### src/rtl/ivector_driver_pkg.sv
// ivector_driver_pkg
//   Shared widths, payload type and FSM state encodings for the IVector
//   say/heard echo driver.
//   Contents:
//     METH_W, V_W, PAY_W  field widths of one say/heard transaction
//     ivec_payload_t      packed {v, meth} transaction payload
//     S_IDLE..S_DONE      driver FSM state encodings
//     makePayload()       builds a payload from separate meth/v fields
package ivector_driver_pkg;

    localparam int METH_W = 6;
    localparam int V_W    = 4;
    localparam int PAY_W  = METH_W + V_W;

    typedef struct packed {
        logic [V_W-1:0]    v;
        logic [METH_W-1:0] meth;
    } ivec_payload_t;

    localparam logic [1:0] S_IDLE  = 2'd0;
    localparam logic [1:0] S_RUN   = 2'd1;
    localparam logic [1:0] S_DRAIN = 2'd2;
    localparam logic [1:0] S_DONE  = 2'd3;

    function automatic ivec_payload_t makePayload(input logic [METH_W-1:0] meth,
                                                  input logic [V_W-1:0]    v);
        ivec_payload_t p;
        p.meth = meth;
        p.v    = v;
        return p;
    endfunction

endpackage

### src/rtl/ivector_driver_if.sv
// ivector_driver_if
//   Say/heard echo bus between the driver (master) and the echo block (slave).
//   Signals:
//     say_ENA/say_meth/say_v      master -> slave, one say transfer when ENA=1
//     say_RDY                     slave  -> master, echo block can accept a say
//     heard_ENA/heard_meth/heard_v slave -> master, one heard transfer when ENA=1
//     heard_RDY                   master -> slave, driver can accept a heard
interface ivector_driver_if;
    import ivector_driver_pkg::*;

    logic              say_ENA;
    logic [METH_W-1:0] say_meth;
    logic [V_W-1:0]    say_v;
    logic              say_RDY;

    logic              heard_ENA;
    logic [METH_W-1:0] heard_meth;
    logic [V_W-1:0]    heard_v;
    logic              heard_RDY;

    modport master (
        output say_ENA, say_meth, say_v,
        input  say_RDY,
        input  heard_ENA, heard_meth, heard_v,
        output heard_RDY
    );

    modport slave (
        input  say_ENA, say_meth, say_v,
        output say_RDY,
        output heard_ENA, heard_meth, heard_v,
        input  heard_RDY
    );

endinterface

### src/rtl/ivector_driver_expect_fifo.sv
// ivector_driver_expect_fifo
//   Queue of expected {v,meth} payloads for says issued but not yet heard.
//   Ports:
//     CLK, nRST     clock, synchronous active-low reset (empties the queue)
//     i_enq         push i_enq_data (ignored when full)
//     o_enq_rdy     queue not full
//     i_deq         pop head (ignored when empty)
//     o_first       head entry
//     o_deq_rdy     queue not empty
//     o_count       current occupancy, 0..DEPTH
module ivector_driver_expect_fifo
    import ivector_driver_pkg::*;
#(
    parameter int DEPTH = 4
) (
    input  logic                     CLK,
    input  logic                     nRST,
    input  logic                     i_enq,
    input  ivec_payload_t            i_enq_data,
    output logic                     o_enq_rdy,
    input  logic                     i_deq,
    output ivec_payload_t            o_first,
    output logic                     o_deq_rdy,
    output logic [$clog2(DEPTH):0]   o_count
);

    localparam int AW = $clog2(DEPTH);
    localparam logic [AW:0] FULL = (AW+1)'(DEPTH);

    ivec_payload_t   r_mem [DEPTH];
    logic [AW-1:0]   r_wr_ptr;
    logic [AW-1:0]   r_rd_ptr;
    logic [AW:0]     r_count;
    logic            w_enq;
    logic            w_deq;

    assign o_enq_rdy = (r_count != FULL);
    assign o_deq_rdy = (r_count != '0);
    assign o_first   = r_mem[r_rd_ptr];
    assign o_count   = r_count;
    assign w_enq     = i_enq && o_enq_rdy;
    assign w_deq     = i_deq && o_deq_rdy;

    // DEPTH is a power of two, so the pointers wrap naturally.
    // A full queue refuses a push even when a pop lands in the same cycle.
    always_ff @(posedge CLK) begin
        if (!nRST) begin
            r_wr_ptr <= '0;
            r_rd_ptr <= '0;
            r_count  <= '0;
            for (int i = 0; i < DEPTH; i++) begin
                r_mem[i] <= '0;
            end
        end else begin
            if (w_enq) begin
                r_mem[r_wr_ptr] <= i_enq_data;
                r_wr_ptr        <= r_wr_ptr + 1'b1;
            end
            if (w_deq) begin
                r_rd_ptr <= r_rd_ptr + 1'b1;
            end
            case ({w_enq, w_deq})
                2'b10:   r_count <= r_count + 1'b1;
                2'b01:   r_count <= r_count - 1'b1;
                default: r_count <= r_count;
            endcase
        end
    end

endmodule

### src/rtl/ivector_driver.sv
// ivector_driver
//   Issues a burst of say transactions to an echo block and checks the
//   returning heard indications, in order, against the payloads it sent.
//   Ports:
//     CLK, nRST       clock, synchronous active-low reset
//     i_start_ENA     begin a burst (accepted only when o_start_RDY=1)
//     i_start_count   number of transactions in the burst
//     o_start_RDY     high in IDLE and DONE
//     bus             say/heard echo bus (master side)
//     o_done          burst complete
//     o_match_count   heard entries equal to expected
//     o_error_count   heard entries differing from expected
//     o_err_first     {v,meth} of the first mismatching heard, 0 if none
module ivector_driver
    import ivector_driver_pkg::*;
#(
    parameter int DEPTH = 4,
    parameter int CNT_W = 9
) (
    input  logic              CLK,
    input  logic              nRST,
    input  logic              i_start_ENA,
    input  logic [CNT_W-1:0]  i_start_count,
    output logic              o_start_RDY,
    ivector_driver_if.master  bus,
    output logic              o_done,
    output logic [CNT_W-1:0]  o_match_count,
    output logic [CNT_W-1:0]  o_error_count,
    output logic [PAY_W-1:0]  o_err_first
);

    localparam int OCC_W = $clog2(DEPTH) + 1;

    logic [1:0]       r_state;
    logic [CNT_W-1:0] r_count;
    logic [CNT_W-1:0] r_issue_idx;
    logic [CNT_W-1:0] r_heard_idx;
    logic [CNT_W-1:0] r_match;
    logic [CNT_W-1:0] r_error;
    ivec_payload_t    r_err_first;

    logic             w_start_acc;
    logic             w_say_ena;
    logic             w_heard_fire;
    logic             w_enq_rdy;
    logic             w_deq_rdy;
    logic [OCC_W-1:0] w_outstanding;
    logic [CNT_W-1:0] w_issue_next;
    logic [CNT_W-1:0] w_heard_next;
    ivec_payload_t    w_issue_pay;
    ivec_payload_t    w_heard_pay;
    ivec_payload_t    w_expect;

    assign o_start_RDY   = (r_state == S_IDLE) || (r_state == S_DONE);
    assign o_done        = (r_state == S_DONE);
    assign o_match_count = r_match;
    assign o_error_count = r_error;
    assign o_err_first   = r_err_first;

    assign w_start_acc  = i_start_ENA && o_start_RDY;
    assign w_issue_next = r_issue_idx + 1'b1;
    assign w_heard_next = r_heard_idx + 1'b1;

    // Payload is derived from the issue index so the echo return can be
    // checked without storing the burst contents anywhere else.
    assign w_issue_pay = makePayload(r_issue_idx[METH_W-1:0], ~r_issue_idx[V_W-1:0]);
    assign w_heard_pay = makePayload(bus.heard_meth, bus.heard_v);

    // Issue is gated on queue space as seen at the start of the cycle, so a
    // pop in the same cycle never frees a slot early.
    assign w_say_ena    = (r_state == S_RUN) && bus.say_RDY &&
                          (r_issue_idx < r_count) && w_enq_rdy;
    assign bus.say_ENA  = w_say_ena;
    assign bus.say_meth = w_issue_pay.meth;
    assign bus.say_v    = w_issue_pay.v;

    // A heard arriving with nothing outstanding is the peer's fault and is dropped.
    assign bus.heard_RDY = (w_outstanding != '0);
    assign w_heard_fire  = bus.heard_ENA && w_deq_rdy;

    ivector_driver_expect_fifo #(
        .DEPTH (DEPTH)
    ) u_expect (
        .CLK        (CLK),
        .nRST       (nRST),
        .i_enq      (w_say_ena),
        .i_enq_data (w_issue_pay),
        .o_enq_rdy  (w_enq_rdy),
        .i_deq      (w_heard_fire),
        .o_first    (w_expect),
        .o_deq_rdy  (w_deq_rdy),
        .o_count    (w_outstanding)
    );

    // Burst sequencing: a zero-length burst goes straight to DONE; RUN ends on
    // the cycle the last say issues and DRAIN ends on the cycle the last heard lands.
    always_ff @(posedge CLK) begin
        if (!nRST) begin
            r_state     <= S_IDLE;
            r_count     <= '0;
            r_issue_idx <= '0;
        end else begin
            case (r_state)
                S_IDLE, S_DONE: begin
                    if (i_start_ENA) begin
                        r_count     <= i_start_count;
                        r_issue_idx <= '0;
                        r_state     <= (i_start_count == '0) ? S_DONE : S_RUN;
                    end
                end
                S_RUN: begin
                    if (w_say_ena) begin
                        r_issue_idx <= w_issue_next;
                        if (w_issue_next == r_count) begin
                            r_state <= S_DRAIN;
                        end
                    end
                end
                S_DRAIN: begin
                    if (w_heard_fire && (w_heard_next == r_count)) begin
                        r_state <= S_DONE;
                    end
                end
                default: r_state <= S_IDLE;
            endcase
        end
    end

    // Result bookkeeping: counters wrap; only the first mismatch is captured.
    always_ff @(posedge CLK) begin
        if (!nRST) begin
            r_heard_idx <= '0;
            r_match     <= '0;
            r_error     <= '0;
            r_err_first <= '0;
        end else if (w_start_acc) begin
            r_heard_idx <= '0;
            r_match     <= '0;
            r_error     <= '0;
            r_err_first <= '0;
        end else if (w_heard_fire) begin
            r_heard_idx <= w_heard_next;
            if (w_heard_pay == w_expect) begin
                r_match <= r_match + 1'b1;
            end else begin
                r_error <= r_error + 1'b1;
                if (r_error == '0) begin
                    r_err_first <= w_heard_pay;
                end
            end
        end
    end

endmodule
### src/flat_wrapper.sv
// flat-port wrapper written by rule: the top's interface ports become plain ports
module ivector_driver_flat import ivector_driver_pkg::*;
#(
    parameter int DEPTH = 4,
    parameter int CNT_W = 9
)
  (CLK, nRST, i_start_ENA, i_start_count, o_start_RDY, o_done, o_match_count, o_error_count, o_err_first, bus_say_ENA, bus_say_meth, bus_say_v, bus_say_RDY, bus_heard_ENA, bus_heard_meth, bus_heard_v, bus_heard_RDY);
  ivector_driver_if bus_i ();
  input  logic CLK;
  input  logic nRST;
  input  logic i_start_ENA;
  input  logic [CNT_W-1:0] i_start_count;
  output logic o_start_RDY;
  output logic o_done;
  output logic [CNT_W-1:0] o_match_count;
  output logic [CNT_W-1:0] o_error_count;
  output logic [PAY_W-1:0] o_err_first;
  output wire logic [$bits(bus_i.say_ENA)-1:0] bus_say_ENA;
  output wire logic [$bits(bus_i.say_meth)-1:0] bus_say_meth;
  output wire logic [$bits(bus_i.say_v)-1:0] bus_say_v;
  input wire logic [$bits(bus_i.say_RDY)-1:0] bus_say_RDY;
  input wire logic [$bits(bus_i.heard_ENA)-1:0] bus_heard_ENA;
  input wire logic [$bits(bus_i.heard_meth)-1:0] bus_heard_meth;
  input wire logic [$bits(bus_i.heard_v)-1:0] bus_heard_v;
  output wire logic [$bits(bus_i.heard_RDY)-1:0] bus_heard_RDY;
  assign bus_say_ENA = bus_i.say_ENA;
  assign bus_say_meth = bus_i.say_meth;
  assign bus_say_v = bus_i.say_v;
  assign bus_i.say_RDY = bus_say_RDY;
  assign bus_i.heard_ENA = bus_heard_ENA;
  assign bus_i.heard_meth = bus_heard_meth;
  assign bus_i.heard_v = bus_heard_v;
  assign bus_heard_RDY = bus_i.heard_RDY;
  ivector_driver #(.DEPTH(DEPTH), .CNT_W(CNT_W)) u_core (.CLK(CLK), .nRST(nRST), .i_start_ENA(i_start_ENA), .i_start_count(i_start_count), .o_start_RDY(o_start_RDY), .bus(bus_i), .o_done(o_done), .o_match_count(o_match_count), .o_error_count(o_error_count), .o_err_first(o_err_first));
endmodule
### config.mk
export PLATFORM = sky130hd
export DESIGN_NAME = ivector_driver_flat
export DESIGN_NICKNAME = d
export VERILOG_FILES = /design/src/rtl/ivector_driver_pkg.sv /design/src/rtl/ivector_driver_if.sv /design/src/rtl/ivector_driver_expect_fifo.sv /design/src/rtl/ivector_driver.sv /design/src/flat_wrapper.sv
export SDC_FILE = /design/constraint.sdc
export NUM_CORES = 1
export LEC_CHECK = 0
export ABC_AREA = 0
export BUFFER_PORTS_ARGS = -buffer_cell sky130_fd_sc_hd__buf_2
export CORE_UTILIZATION = 59
export DETAILED_ROUTE_END_ITERATION = 12
export GPL_TIMING_DRIVEN = 0
export PLACE_DENSITY = 0.81
export SETUP_SLACK_MARGIN = 0.5
export SLEW_MARGIN = 0
export SYNTH_ARGS = -nofsm -noshare
export SYNTH_HDL_FRONTEND = slang
export SYNTH_SLANG_ARGS = --single-unit
### constraint.sdc
create_clock -name CLK -period 3.29 [get_ports CLK]
set_input_delay 0.329 -clock CLK [delete_from_list [all_inputs] [get_ports CLK]]
set_output_delay 0.329 -clock CLK [all_outputs]
set_load 0.005 [all_outputs]
## Word level (Yosys, flattened, before mapping)

Memory sizes are Yosys's and may differ from the RTL's. A register that Yosys moved wholly into a read port is not among the register bits.
Cells that the tools add are included.
W data, S select, Z words.

- Bits in writable memories: 40
- Input port bits: 24
- Memories: 1
- Register bits after elaboration: 64
- Word-level logic and storage cells: 80

Memories:

| memory | words | bits a word | rd ports | clocked after Yosys merged registers in | wr ports | line | RTL |
|---|---|---|---|---|---|---|---|
| u_core.u_expect.r_mem | 4 | 10 | 1 | 1 | 4 | ivector_driver_expect_fifo.sv:30 | `ivec_payload_t r_mem [DEPTH];` |

- $add $sub $neg: 8
- Bitwise operators: 3
- Equal/unequal tests: 13
- Reductions and logical operators: 24
- $lt $le $gt $ge: 1
- Mux-type cells: 19

Operators with widths:

| kind | number |
|---|---|
| $add A9 B1 Y9 const B | 4 |
| $eq A9 B9 Y1 | 2 |
| $logic_not A9 Y1 | 2 |
| $mux W9 | 2 |
| $pmux W9 S2 | 1 |
| $mux W2 | 8 |
| $eq A10 B10 Y1 | 1 |
| $mux W10 | 1 |
| $reduce_or A10 Y1 | 1 |
| $lt A9 B9 Y1 | 1 |
| $logic_and A1 B1 Y1 | 8 |
| $eq A2 B2 Y1 const B | 3 |
| $ne A2 B2 Y1 const B | 3 |
| $pmux W2 S3 | 1 |
| $pmux W3 S2 | 1 |
| $reduce_and A2 Y1 | 3 |
| $reduce_and A3 Y1 | 2 |
| $mux W1 | 5 |
| $add A2 B1 Y2 const B | 2 |
| $eq A2 B1 Y1 const B | 2 |
| $not A4 Y4 | 1 |
| $reduce_and A4 Y1 | 1 |
| $reduce_bool A2 Y1 | 2 |
| $reduce_or A2 Y1 | 2 |
| other kinds (8) | 9 |

## Logic depth before layout (Yosys ltp)

- Depth in word-level cells: 10
- Depth in mapped cells: 13

## Hierarchy

Synthesis repeated with hierarchy kept, for this count alone.

- Cell total of the unflattened synthesis: 559
- Area total of the unflattened synthesis: 5680.4 um^2

Modules (own cells, without submodules):

| module | area each (um^2) | times used | cells each |
|---|---|---|---|
| ivector_driver | 3432.0 | 1 | 409 |
| ivector_driver_expect_fifo | 2248.4 | 1 | 150 |

## Worst setup path before layout

OpenSTA, ideal clock, no wires.

- Kind: reg-to-reg
- Start point: register u_core.r_count[2]
- End point: memory u_core.u_expect.r_mem[1][0] (netlist bit) (enable)
- Arrival time: 2515 ps
- Cell stages (with the launch flop): 11
- Clock period less this slack: 2906 ps
- Slack: 384 ps
- Setup time: 391 ps
- Cells stage by stage: dfxtp_1 > clkbuf_1 > inv_1 > ha_1 > o211ai_1 > a21oi_1 > o2111ai_1 > nand3_1 > inv_2 > nand2_1 > o21ai_0

RTL lines:

| what | line | RTL |
|---|---|---|
| start, declared | ivector_driver.sv:35 | `logic [CNT_W-1:0] r_count;` |
| start signal, assigned | ivector_driver.sv:106 | `r_count <= i_start_count;` |
| end, declared | ivector_driver_expect_fifo.sv:30 |  |

==> out/qor.yml <==
detail-route-antenna-nets: 0
netlist_area_um2: 5550
finClkSkew_ns: 0.00686
final_nets: 702
initial_core_util_pct: 60.4
hold_viol: 0
synth_edf_count: 40
rsz0062_at_grt: "no"
clock.fmax_mhz: 380
timing.slew.headroom_pct: 49.2
critPathMaxFanout: 10
path_buf_inv: 3
area_growth_syn_to_layout_pct: 14.7
fp.dieArea_um2: 9800
p_seq_share_pct: 46.3
clk_pin_slew_ns: 0.10
fin_crit_sh_pct: 80.0
holdBufCountCts: 0
htreeDepth: 3
cts_buffer_depth: 2
start_kind: "flop"
grt_pass1_wl_um: 20200
slowest_delay_ns: 0.39
wirelength_um: 12400
crit_top_cell: "nand2_1"
instances_no_fill: 774
drtPass1Iterations: 5
p_int_w: 0.00219
crit_path_cell_trace: "inv_1 > ha_1 > a211oi_2 > nand2_1 > o2111ai_2 > nand3_4 > inv_4 > nand2_1 > or3_1 > clkbuf_4 > nand2_4"
grt_overflow_total: 0
power_per_cell_area_nw_per_um2: 520
ys_seq_elements: 106
post-route-min-period_ns: 2.63
cap_violations: 0
grt_pass1_vias: 4175
antenna_found_initial: 0
ir_drop_mv: 0.267
final_util_pct: 69.3
placed_cells: 751
setup_viol: 0
io-pin-count: 66
gp_congestion: 0.886
critical_path_arrival_ns: 2.72
clockPowerShare_pct: 23.5
comb_power_share_pct: 30.2
holdWs_ns: 0.207
synthDistinctLibCells: 56
rows: 35
core_um2: 9200
cpMaxStageDelayCell: "dfxtp_2"
hp-class: "in2reg"
place_hpwl_um: 8830
drt_iter0_markers: 281
synthCells: 573
outcome: "finished, final reports clean"
worst_pin_slew_ns: 0.763
yosysWarnings: 0
drc: 0
crit_path_end_kind: "flop"
die_w_um: 99.0
ys.flop_type: "dfxtp_1"
ys_seq_area_share_pct: 45.4
synth.avg_cell_area_um2: 9.69
criticalPathCategory: "reg2reg"
grt_max_degree: 19
sw_frac_of_total_pct: 33.8
critPathRequiredTime_ns: 3.38
p_sw_w: 0.00112
diodes: 0
leakage_nw: 2.55
root_buffer: "clkbuf_8"
port_buffers: 65
route.vias.total: 4411
vias_per_cell: 5.70
drive_above_1_share_pct: 20.8
synth-async-reset-ratio_pct: 0
clkSinkCount: 106
crit_family: "simple AND/OR/NAND/NOR gates"
die_height_um: 99.0
wl_per_cell_um: 16.1
insertion_delay_ns: 0.38
fillerInstances: 695
cts_buffers: 9
syn-num-nets: 617
report.final.slew_viol_count: 0
cts_tree: "built"
grt_usage_pct: 26.4
==> power groups by stage <==
| stage | combinational (W) | clock (W) | sequential (W) |
|---|---|---|---|
| global placement | 0.000884 | 0 | 0.00156 |
| detailed placement | 0.000916 | 0 | 0.00156 |
| floorplan | 0.000680 | 0 | 0.00154 |
| finish | 0.000999 | 0.000778 | 0.00154 |
| global route | 0.00110 | 0.000834 | 0.00155 |
| CTS | 0.000947 | 0.000780 | 0.00153 |
==> layer usage <==
layer | up-vias | part of all wire, % | global-route usage, %
met3 | 18 | 5.5 | 4.26
met4 | 0 | 1.4 | 8.84
met2 | 153 | 48 | 43.9
met1 | 2093 | 45 | 35.3
met5 | - | 0 | 0
li1 | 2147 | - | -
==> registers in the layout, summed over array words and instances, names as in the netlist, named ones only <==
signal                    count
u_core.r_heard_idx            9
u_core.r_issue_idx            9
u_core.u_expect.r_rd_ptr      2
u_core.r_state                2
u_core.r_count                9
u_core.u_expect.r_wr_ptr      2
u_core.o_err_first           10
u_core.u_expect.r_mem        40
u_core.u_expect.o_count       3
u_core.o_match_count          9
u_core.o_error_count          9
==> cell usage in the layout, fill, tap and decap left out, types with 3 or more instances in the layout <==
cell      netlist  layout
edfxtp_1       40      40
ha_1           19      17
o21ai_0        17      15
o21a_1          9       9
xnor2_1        35      35
dfxtp_2         0       3
nand3_1        17      16
and2_1         17      17
inv_1          25      24
nor4_1          6       6
a21boi_0       16      15
nor2b_1         3       3
mux2i_1        15      15
xnor2_2         3       3
buf_4           7      15
xor2_1         17      17
nand2_1        54      53
a21oi_1        12      11
nand4_1         9       9
and3_1          6       6
mux4_2         10      10
nand2b_1        7       7
buf_2           3      69
dfxtp_1        66      62
clkbuf_8        0      10
nor2_1         75      75
or3_1           8       8
clkbuf_1       22      18
nor3_1         16      16
==> final timing paths <==
check	start	slack, ns	cells after the start	end
max	u_core.r_count[6]	0.66	11	u_core.u_expect.r_mem[0][3]
min	i_start_count[0]	0.21	3	u_core.r_count[0]
max reg2reg	u_core.r_count[6]	0.66	11	u_core.u_expect.r_mem[0][3]
min reg2reg	u_core.r_heard_idx[1]	0.50	2	u_core.r_heard_idx[1]
==> cells in the mapped netlist, types with 7 or more instances <==
master,count,share of area (%)
and2_1,17,1.9
o21a_1,9,1.2
ha_1,19,4.3
dfxtp_1,66,24
nand3_1,17,1.5
or3_1,8,0.90
o21ai_0,17,1.5
mux2i_1,15,2.7
buf_4,7,0.95
clkbuf_1,22,1.5
xor2_1,17,2.7
a21boi_0,16,2.2
xnor2_1,35,5.5
edfxtp_1,40,22
a21oi_1,12,1.1
nand2b_1,7,0.79
mux4_2,10,4.1
nor3_1,16,1.4
nand4_1,9,1.0
nor2_1,75,5.1
nand2_1,54,3.7
inv_1,25,1.7
==> worst min-delay path: cells and delay by family <==
family / cells / cell delay, ns
buffers and inverters: 1 / 0.10
AOI/OAI and AO/OA: 1 / 0.06
and+or+nand+nor: 1 / 0.04
==> cells by family after synthesis <==
kind of cell    share of synthesized area, %
fa+ha+maj                               4.64
simple gates                            20.0
buf+inv                                 4.89
xor+xnor                                9.08
mux                                     6.76
compound gates                          9.24
flops                                   45.4
==> stage by stage <==
stage / TNS [ns] / instance area, um^2 / worst slack (ns) / power [W]
6_report: 0 / 6370 / 0.658 / 0.00331
5_1_grt: 0 / 6370 / 0.495 / 0.00348
2_1_floorplan: 0 / 5550 / 0.384 / 0.00222
3_3_place_gp: -12.48 / 6020 / -0.484 / 0.00244
3_5_place_dp: -1.99 / 6040 / -0.199 / 0.00248
4_1_cts: 0 / 6290 / 0.477 / 0.00326
==> repair_timing <==
action / 4_1_cts / 5_1_grt
gates cloned: 1 / 0
gates resized for setup: 15 / 16
buffers inserted: 2 / 4
endpoints found under the hold margin: 0 / 0
pin swaps: 2 / 1
setup endpoints to repair: 78 / 67
==> area by class of cell <==
| type | instances | area, um^2 | area share [%] |
|---|---|---|---|
| repair buffers | 73 | 385 | 6.05 |
| multi-input cells | 406 | 2840 | 44.5 |
| clock inverters | 6 | 48.8 | 0.766 |
| flip-flops and latches | 106 | 2530 | 39.7 |
| clock buffers | 10 | 138 | 2.16 |
| plain buffers | 35 | 184 | 2.89 |
| well taps | 111 | 139 | 2.18 |
| inverters | 27 | 108 | 1.69 |
Power figures use the tool's default switching activity.
